### src/rtl/fifo_pkg.sv
// Shared FIFO parameters for the producer side of the UART transmit path.
package fifo_pkg;

    localparam int unsigned DATA_WIDTH = 8;

endpackage

### src/rtl/uart_pkg.sv
// Shared UART definitions: transmit FSM states and default bit timing.
package uart_pkg;

    // 100 MHz system clock divided down to 115200 baud
    localparam int unsigned CLKS_PER_BIT_DEFAULT = 868;
    localparam int unsigned BAUD_CNT_W           = 16;

    typedef enum logic [1:0] {
        StIdle,
        StStart,
        StData,
        StStop
    } uart_tx_state_e;

endpackage

### src/rtl/uart_baud_counter.sv
// Bit-period down-counter: reload on each bit boundary, o_done marks the last cycle of a bit.
module uart_baud_counter
    import uart_pkg::*;
#(
    parameter int unsigned CLKS_PER_BIT = CLKS_PER_BIT_DEFAULT
) (
    input  logic clk,
    input  logic rst_n,
    input  logic i_load,
    output logic o_done
);

    localparam logic [BAUD_CNT_W-1:0] RELOAD = BAUD_CNT_W'(CLKS_PER_BIT - 1);

    logic [BAUD_CNT_W-1:0] r_cnt;

    always_ff @(posedge clk) begin
        if (!rst_n) begin
            r_cnt <= '0;
        end else if (i_load) begin
            r_cnt <= RELOAD;
        end else if (r_cnt != '0) begin
            r_cnt <= r_cnt - 1'b1;
        end
    end

    assign o_done = (r_cnt == '0);

endmodule

### src/rtl/fifo_uart_tx.sv
// UART transmitter that pops one FIFO word per frame and sends it 8N1-style, LSB first.
module fifo_uart_tx
    import fifo_pkg::*, uart_pkg::*;
#(
    parameter int unsigned CLKS_PER_BIT = CLKS_PER_BIT_DEFAULT
) (
    input  logic                  clk,
    input  logic                  rst_n,
    input  logic                  tx_en,
    input  logic                  fifo_empty,
    input  logic [DATA_WIDTH-1:0] fifo_rd_data,
    output logic                  fifo_rd_en,
    output logic                  tx,
    output logic                  busy
);

    localparam int unsigned BIT_CNT_W = $clog2(DATA_WIDTH + 1);

    if (CLKS_PER_BIT < 2 || CLKS_PER_BIT > 65535) begin : g_bad_clks_per_bit
        $fatal(1, "fifo_uart_tx: CLKS_PER_BIT must be in 2..65535");
    end

    uart_tx_state_e        r_state, w_state_next;
    logic [DATA_WIDTH-1:0] r_shift, w_shift_next;
    logic [BIT_CNT_W-1:0]  r_bit_cnt, w_bit_cnt_next;
    logic                  r_tx, w_tx_next;
    logic                  w_pop;
    logic                  w_load;
    logic                  w_bit_done;

    // rst_n is in the term so the FIFO is never popped while the transmitter is held in reset
    assign w_pop      = (r_state == StIdle) && tx_en && !fifo_empty && rst_n;
    assign fifo_rd_en = w_pop;
    assign tx         = r_tx;
    assign busy       = (r_state != StIdle);

    uart_baud_counter #(
        .CLKS_PER_BIT(CLKS_PER_BIT)
    ) u_baud (
        .clk   (clk),
        .rst_n (rst_n),
        .i_load(w_load),
        .o_done(w_bit_done)
    );

    always_comb begin
        w_state_next   = r_state;
        w_shift_next   = r_shift;
        w_bit_cnt_next = r_bit_cnt;
        w_tx_next      = r_tx;
        w_load         = 1'b0;

        unique case (r_state)
            StIdle: begin
                w_tx_next = 1'b1;
                if (w_pop) begin
                    w_state_next   = StStart;
                    w_shift_next   = fifo_rd_data;
                    w_bit_cnt_next = '0;
                    w_tx_next      = 1'b0;
                    w_load         = 1'b1;
                end
            end
            StStart: begin
                if (w_bit_done) begin
                    w_state_next   = StData;
                    w_tx_next      = r_shift[0];
                    w_shift_next   = r_shift >> 1;
                    w_bit_cnt_next = '0;
                    w_load         = 1'b1;
                end
            end
            StData: begin
                if (w_bit_done) begin
                    w_load         = 1'b1;
                    w_bit_cnt_next = r_bit_cnt + 1'b1;
                    if (r_bit_cnt == BIT_CNT_W'(DATA_WIDTH - 1)) begin
                        w_state_next = StStop;
                        w_tx_next    = 1'b1;
                    end else begin
                        w_tx_next    = r_shift[0];
                        w_shift_next = r_shift >> 1;
                    end
                end
            end
            StStop: begin
                // No reload here: the counter parks at zero while idle
                if (w_bit_done) begin
                    w_state_next = StIdle;
                end
            end
            default: begin
                w_state_next = StIdle;
            end
        endcase
    end

    always_ff @(posedge clk) begin
        if (!rst_n) begin
            r_state   <= StIdle;
            r_shift   <= '0;
            r_bit_cnt <= '0;
            r_tx      <= 1'b1;
        end else begin
            r_state   <= w_state_next;
            r_shift   <= w_shift_next;
            r_bit_cnt <= w_bit_cnt_next;
            r_tx      <= w_tx_next;
        end
    end

endmodule
### config.mk
export PLATFORM = sky130hd
export DESIGN_NAME = fifo_uart_tx
export DESIGN_NICKNAME = d
export VERILOG_FILES = /design/src/rtl/fifo_pkg.sv /design/src/rtl/uart_pkg.sv /design/src/rtl/uart_baud_counter.sv /design/src/rtl/fifo_uart_tx.sv
export SDC_FILE = /design/constraint.sdc
export NUM_CORES = 1
export LEC_CHECK = 0
export BUFFER_PORTS_ARGS = -buffer_cell sky130_fd_sc_hd__buf_2
export CORE_MARGIN = 2
export CORE_UTILIZATION = 40
export CTS_BUF_LIST = sky130_fd_sc_hd__clkbuf_4
export DETAILED_ROUTE_END_ITERATION = 6
export SLEW_MARGIN = 20
export SYNTH_ARGS = -nofsm -noshare
export SYNTH_HDL_FRONTEND = slang
export SYNTH_SLANG_ARGS = --single-unit
### constraint.sdc
create_clock -name clk -period 2.55 [get_ports clk]
set_clock_uncertainty 0.1 [all_clocks]
set_input_delay 0.255 -clock clk [delete_from_list [all_inputs] [get_ports clk]]
set_output_delay 0.255 -clock clk [all_outputs]
set_load 0.02 [all_outputs]
### Yosys cells after proc, flatten, opt, wreduce, memory -nomap -nowiden

Cells that the tools add are included.

* word-level logic and storage cells: 60
* output and inout bits: 3
* bits of input ports: 12
* flip-flop bits (word level): 31

* $add $sub $neg: 2
* bitwise operators: 1
* reductions and logical operators: 16
* equal/unequal tests: 10
* mux-type cells: 25

Operators by type and width (count)
* $mux 8: 4
* $pmux 8 s3: 1
* $mux 10: 2
* $logic_not 16->1: 1
* $reduce_bool 16->1: 1
* $sub 16x1->16 const B: 1
* $mux 4: 3
* $pmux 4 s3: 1
* $mux 2: 5
* $reduce_and 5->1: 2
* $pmux 2 s4: 1
* $mux 1: 6
* $ne 2x1->1 const B: 3
* $ne 2x2->1 const B: 3
* $add 4x1->4 const B: 1
* $eq 2x2->1 const B: 2
* $eq 4x3->1 const B: 1
* $reduce_and 4->1: 1
* $reduce_bool 2->1: 2
* $reduce_or 2->1: 2
* $logic_and 1x1->1: 3
* $pmux 1 s3: 1
* $reduce_and 3->1: 1
* $reduce_bool 3->1: 1
* other kinds (5): 5

### Longest topological paths before layout

Gate-level depths: netlist of the first run.

* depth after elaboration: 7
* gate-level depth with buffers: 8
* gate-level depth less buffers: 7

### Modules after synthesis

Synthesis of the first run repeated with hierarchy kept, for this count alone.

* cells, all modules: 196
* area, all modules: 1735.4 um^2

By module, submodules not included
* fifo_uart_tx: cells an instance 95, area each 878.3 um^2, seq. area each 300.3 um^2, instances 1
* uart_baud_counter: cells an instance 101, area each 857.1 um^2, seq. area each 320.3 um^2, instances 1

### Least setup slack after synthesis of the first run

No wires, ideal clock.

* path type: flip-flop to flip-flop
* start point: register u_baud.r_cnt[0]
* end point: register r_bit_cnt[3]
* path slack: 0.279 ns
* cell stages (with the launch flop): 8
* arrival time: 2.046 ns
* data required time: 2.325 ns
* library setup time: 0.125 ns
* clock period less this slack: 2.271 ns
* path buffers: 0
* cell sequence: dfxtp_1 > inv_1 > ha_1 > or4b_2 > nor4_4 > o21ai_0 > o211ai_1 > o31ai_1

* longest elaborated chain between the ends: 3
* elaborated cells between the ends (all ways): 4
* those cells by class: eq/ne: 2; reduce/logical: 2

RTL lines
* start, declared: RTL line uart_baud_counter.sv:15 `logic [BAUD_CNT_W-1:0] r_cnt;`
* start signal, assigned: RTL line uart_baud_counter.sv:23 `r_cnt <= r_cnt - 1'b1;`
* $logic_not 16->1 (*): RTL line uart_baud_counter.sv:27 `assign o_done = (r_cnt == '0);`
* $ne 2x1->1 (no line)
* $reduce_and 4->1 (no line) (*)
* end signal, assigned: RTL line fifo_uart_tx.sv:107 `r_bit_cnt <= w_bit_cnt_next;`
* end, declared: RTL line fifo_uart_tx.sv:25 `logic [BIT_CNT_W-1:0] r_bit_cnt, w_bit_cnt_next;`

Mark *: on every way between the ends. The rest lies on a longest branch, timed or not.
A chain may end at the register's enable or synchronous reset.

### Worst setup path after layout of the first run

* start point: register u_baud.r_cnt[0]
* end point: register r_shift[0]

* longest elaborated chain between the ends: 3
* elaborated cells between the ends (all ways): 4
* those cells by class: eq/ne: 2; reduce/logical: 2

RTL lines
* $logic_not 16->1 (*): RTL line uart_baud_counter.sv:27
* $ne 2x1->1 (no line)
* $reduce_and 5->1 (no line) (*)
* end signal, assigned: RTL line fifo_uart_tx.sv:106 `r_shift <= w_shift_next;`
* end, declared: RTL line fifo_uart_tx.sv:24 `logic [DATA_WIDTH-1:0] r_shift, w_shift_next;`

Marked as above.

==> results.yml, run 1 <==
setup_path:
  r2r_slack_ps: 140
  critPathKind: "flop to flop"
  worstPathArrival_ps: 2570
  crit_path_max_fanout: 8
  r2r-start: "u_baud.r_cnt[0]"
  end_kind: "flop"
  cp_cell_sequence: "inv_1, ha_1, or4b_2, or4_4, o21ai_1, nand2_2, o2bb2ai_1"
  start_kind: "flop"
  rr_endpoint: "r_shift[0]"
  worstPathRequired_ps: 2720
  cp_num_cells: 7
  crit_buf_inv: 1
  crit_path_max_incr_delay_ps: 640
  reg2reg_depth: 7
  cpMaxStageDelayCell: "or4b_2"
  crit_start: "u_baud.r_cnt[0]"
  crit_family: "simple AND/OR/NAND/NOR gates"
placed_design:
  dp_slack_ps: 59.0
  place_congestion: 0.852
  dpl.hpwl_mm: 2.54
  io_buffer_count: 14
yosys:
  ys_types: 37
  seq_area_frac_synth: 0.378
  syn_nets: 209
  post_synth.cell_area_avg_um2: 8.68
  netlist_instances: 189
  synth-seq-cells: 31
  synth_edf_count: 0
  ys_top_cells_by_area: "dfxtp_1, ha_1, mux2i_1, xnor2_1, o2bb2ai_1"
  synth_flop_cell: "dfxtp_1"
  synth_top_area_share: 0.378
  synth-async-reset-ratio: 0
  ys_warn_count: 0
  mappedNetlistArea_um2: 1640
  yosys.area.top_type: "dfxtp_1"
power_and_ir_drop:
  power.density_nw_per_um2: 1140
  switching_share: 0.430
  ir_worst_vdd_mv: 0.497
  power.total_mw: 2.07
  netSwitchingPower_uw: 890
  p_leak_nw: 0.681
  pwr-share-comb: 0.525
  power_frac_seq: 0.342
  internal_power_mw: 1.18
  p_clk_frac: 0.134
detailed_routing:
  drt_pass1_iterations: 4
  routed.top_layer: "met4"
  drcViolationCount: 0
  wl_met1_mm: 1.47
  route.detailed.wl_per_inst_um: 13.1
  routed_via_density: 5.60
  drt_iter0_drc: 122
  vias: 1438
  wl_mm: 3.38
  route.met2.wl_mm: 1.64
  met3_length_um: 198
  drt.antenna.violating_nets: 0
die:
  core_region_area_um2: 3970
  initial_core_util: 0.413
  boundaryPins: 15
  die_w_um: 68.0
  die_height_um: 68.0
  die_area_um2: 4630
  rows: 23
sta:
  finalHoldViolCount: 0
  final.min_clock_period_ps: 2410
  setup_ws_ps: 145
  relSlewSlack: 0.582
  finalCritPeriodShare: 0.943
  rsz0062_at_grt: "no"
  setup_viol: 0
  setup_tns_ps: 0
  worst_pin_slew_ps: 627
  fmax_mhz: 416
  slew_violations: 0
clock_tree:
  htree_levels: 2
  cts_hold_buf: 0
  clk_pin_slew_ps: 90
  cts_tree: "yes"
  cts_buffers: 5
  clk_path_buf_depth: 2
  root_buffer: "clkbuf_4"
  insertion_delay_ps: 330
  cts.sinks: 31
run_status:
  status: "completed"
layout:
  layout_commonest_cell: "dfxtp_1"
  drive_above_1_share: 0.145
  most-common-layout-cells: "dfxtp_1, nor2_1, buf_2, a21oi_1, o21ai_0"
  diodes: 0
  area_growth_pct: 11.1
  final_nets: 226
min_path:
  hp-start: "fifo_rd_data[7]"
  hold_class: "primary input to flop"
  hold_end: "r_shift[7]"
  hold_depth: 3
global_route:
  gr-total-overflow: 0
  grt_usage: 0.169
  grt_max_degree: 17
  antenna_found_initial: 0
  grt_pass1_wl_mm: 5.84
  grt_pass1_vias: 1326
job:
  cap_violations: 0
==> synthesized netlist by cell type, drive strengths merged, types with 3 or more instances <==
library cell and instances:
dfxtp 31, nor2 15, o21ai 13, a21oi 12, nor3 9, xnor2 9, ha 8, mux2i 8
nand2 8, nor4 8, o2bb2ai 8, inv 7, nand3 7, clkbuf 6, nand2b 6, or3 4
nand3b 3, nor2b 3, o211ai 3, o31ai 3, or4 3
==> what timing repair did <==
action	CTS	global route
hold endpoints to repair	0	0
resized for setup	0	3
setup buffers	0	1
setup endpoints to repair	0	12
==> cell families (layout without fill, tap and decap cells) <==
group                      Yosys count  after routing  synth area share
AOI/OAI and AO/OA                   45             45             0.173
xor gates and xnor gates             9              9            0.0481
adders and majority gates            8              8            0.0610
buffers and inverters               15             33            0.0351
DFF                                 31             31             0.378
muxes                                9              9            0.0557
and+or+nand+nor                     72             72             0.249
==> sequential cells by signal, indices dropped and copies added (netlist names) <==
register / flops
u_baud.r_cnt: 16
r_bit_cnt: 4
r_shift: 8
r_state: 2
tx: 1
==> area by class of cell <==
class | count | area [um^2]
flip-flops and latches | 31 | 621
well taps | 50 | 62.6
clock inverters | 2 | 7.51
multi-input cells | 143 | 965
clock buffers | 6 | 45.0
fillers | 404 | 2150
repair buffers | 17 | 92.6
inverters | 8 | 30.0
==> metrics by stage <==
| stage | std cells | hold slack, ps | instance area [um^2] | util |
|---|---|---|---|---|
| 2_1_floorplan | 189 | 302 | 1640 | - |
| 3_3_place_gp | 248 | 347 | 1760 | 0.443 |
| 3_5_place_dp | 248 | 348 | 1760 | 0.443 |
| 4_1_cts | 256 | 56.3 | 1810 | 0.457 |
| 5_1_grt | 257 | 88.0 | 1820 | 0.459 |
| 6_report | 257 | 67.8 | 1820 | 0.459 |
==> metal layers <==
metal	vias up	GRT usage
li1	718	-
met1	669	0.203
met2	46	0.274
met3	5	0.0543
met4	0	0.0775
met5	-	0
==> power by group through the flow <==
stage               clock network (mW)  logic (mW)  registers [mW]
floorplan                            0       0.864           0.697
global placement                     0        1.04           0.711
detailed placement                   0        1.07           0.718
CTS                              0.289        1.07           0.708
global route                     0.305        1.21           0.727
finish                           0.276        1.09           0.708
==> tightest hold or removal path, cell delays in order <==
cell       delay, ps
buf_2            100
nand2b_1          60
o2bb2ai_1         50
==> worst max path at each step <==
stage | slack (ps) | end
2_1_floorplan | 280 | r_bit_cnt[3]
6_report | 140 | r_shift[0]
5_1_grt | 30 | r_shift[1]
3_5_place_dp | 60 | r_shift[0]
3_3_place_gp | 130 | r_shift[7]
4_1_cts | 50 | r_shift[0]
No activity file was read; power rests on OpenSTA's default activity.
==> run 2: changes to the inputs <==
--- a/config.mk
+++ b/config.mk
@@ -6,10 +6,13 @@
 export NUM_CORES = 1
 export LEC_CHECK = 0
 export BUFFER_PORTS_ARGS = -buffer_cell sky130_fd_sc_hd__buf_2
+export CELL_PAD_IN_SITES_DETAIL_PLACEMENT = 0
+export CELL_PAD_IN_SITES_GLOBAL_PLACEMENT = 1
 export CORE_MARGIN = 2
 export CORE_UTILIZATION = 40
 export CTS_BUF_LIST = sky130_fd_sc_hd__clkbuf_4
 export DETAILED_ROUTE_END_ITERATION = 6
+export PLACE_DENSITY_LB_ADDON = 0.1
 export SLEW_MARGIN = 20
 export SYNTH_ARGS = -nofsm -noshare
 export SYNTH_HDL_FRONTEND = slang
==> results.yml, run 2 (synthesis gave the netlist of run 1 again) <==
run_status:
  status: "completed"
sta:
  relSlewSlack: 0.567
  setup_viol: 0
  whs_ps: 66.0
  worst_pin_slew_ps: 650
  finalHoldViolCount: 0
  fmax_mhz: 418
  slew_violations: 0
  final.min_clock_period_ps: 2390
  finalCritPeriodShare: 0.939
  setup_tns_ps: 0
  setup_ws_ps: 155
  rsz0062_at_grt: "no"
setup_path:
  worstPathRequired_ps: 2730
  crit_path_max_fanout: 8
  crit_buf_inv: 1
  cp_cell_sequence: "inv_1, ha_1, or4b_2, or4_4, o21ai_1, nand2_2, o2bb2ai_1"
  critPathKind: "flop to flop"
  end_kind: "flop"
  worstPathArrival_ps: 2570
  cpMaxStageDelayCell: "or4b_2"
  start_kind: "flop"
  crit_family: "simple AND/OR/NAND/NOR gates"
  r2r_slack_ps: 160
  crit_path_max_incr_delay_ps: 650
layout:
  area_growth_pct: 14.2
  postLayoutCellArea_um2: 1870
  fill_cells: 398
  final_nets: 228
  reg_top3: "u_baud.r_cnt x16, r_shift x8, r_bit_cnt x4"
  drive_above_1_share: 0.167
  layout_commonest_cell: "dfxtp_1"
  largest_reg_flops: 16
  diodes: 0
  top_register: "u_baud.r_cnt"
  most-common-layout-cells: "dfxtp_1, nor2_1, buf_2, a21oi_1, o21ai_0"
die:
  die_w_um: 68.0
  die_area_um2: 4630
  die_height_um: 68.0
  initial_core_util: 0.413
  rows: 23
  boundaryPins: 15
  core_region_area_um2: 3970
global_route:
  grt_pass1_wl_mm: 6.09
  grt_max_degree: 16
  grt_pass1_vias: 1375
  antenna_found_initial: 0
  gr-total-overflow: 0
  grt_usage: 0.175
clock_tree:
  htree_levels: 2
  insertion_delay_ps: 340
  cts_tree: "yes"
  cts.sinks: 31
  cts_hold_buf: 0
  root_buffer: "clkbuf_4"
  cts_buffers: 5
  clk_pin_slew_ps: 110
  clk_path_buf_depth: 2
  cts_setup_buffers: 0
power_and_ir_drop:
  ir_worst_vdd_mv: 0.503
  power.density_nw_per_um2: 1170
  p_leak_nw: 0.706
  power.total_mw: 2.20
detailed_routing:
  drt_pass1_iterations: 4
  wl_mm: 3.48
  route.detailed.wl_per_inst_um: 13.4
  drt_iter0_drc: 75
  routed_via_density: 5.48
  drcViolationCount: 0
  drt.antenna.violating_nets: 0
  vias: 1420
placed_design:
  dpl.hpwl_mm: 2.60
  dp_slack_ps: 66.4
  io_buffer_count: 14
  place_congestion: 0.762
  postPlaceCellArea_um2: 1780
job:
  cap_violations: 0
min_path:
  hold_class: "primary input to flop"
==> run 2: cell count changes in the layout (fill, tap and decap cells not counted) <==
| cell | previous run | this run |
|---|---|---|
| buf_4 | 3 | 5 |
| o2bb2ai_1 | 8 | 7 |
| clkbuf_4 | 6 | 5 |
| bufinv_16 | 0 | 1 |
| o21ai_0 | 11 | 10 |
| o21ai_1 | 2 | 3 |
| clkinv_2 | 0 | 1 |
| o2bb2ai_2 | 0 | 1 |
| clkinv_4 | 0 | 1 |
| clkinv_1 | 3 | 1 |
==> run 2: final cells by class <==
type | instances | area, um^2 | share of cell area
clock buffer | 5 | 37.5 | 0.0200
clock inverter | 3 | 43.8 | 0.0234
inverter | 8 | 30.0 | 0.0160
multi-input combinational | 143 | 971 | 0.518
sequential | 31 | 621 | 0.331
tap | 50 | 62.6 | 0.0334
timing repair buffer | 19 | 108 | 0.0574
==> run 2: worst paths after layout <==
path,cells after the start,end,startpoint
max,7,r_shift[7],u_baud.r_cnt[0]
min,3,r_shift[7],fifo_rd_data[7]
max reg2reg,7,r_shift[7],u_baud.r_cnt[0]
min reg2reg,1,r_shift[6],r_shift[6]
==> run 2: where the power goes <==
group,switching [mW],internal (mW),leakage (nW)
combinational,0.628,0.471,0.408
clock,0.184,0.206,0.0452
sequential,0.106,0.602,0.253
==> run 2: layer usage <==
metal / vias to the layer above / GRT usage / wire (um) / part of all wire
li1: 731 / - / - / -
met1: 658 / 0.214 / 1570 / 0.45
met2: 24 / 0.301 / 1740 / 0.50
met3: 7 / 0.0444 / 122 / 0.035
met4: 0 / 0.0525 / 51 / 0.015
met5: - / 0 / 0 / 0
==> run 2: what timing repair did <==
item	CTS	global route
resized for setup	0	5
setup endpoints to repair	0	11
endpoints found under the hold margin	0	0
==> run 2: worst min-delay path, stage by stage <==
cell       delay [ps]
buf_2             100
nand2b_1           60
o2bb2ai_1          60
==> run 2: per-stage QoR <==
stage / instances / util
detailed placement: 251 / 0.449
global route: 259 / 0.472
CTS: 259 / 0.469
finish: 259 / 0.472
floorplan: 189 / -
global placement: 251 / 0.449
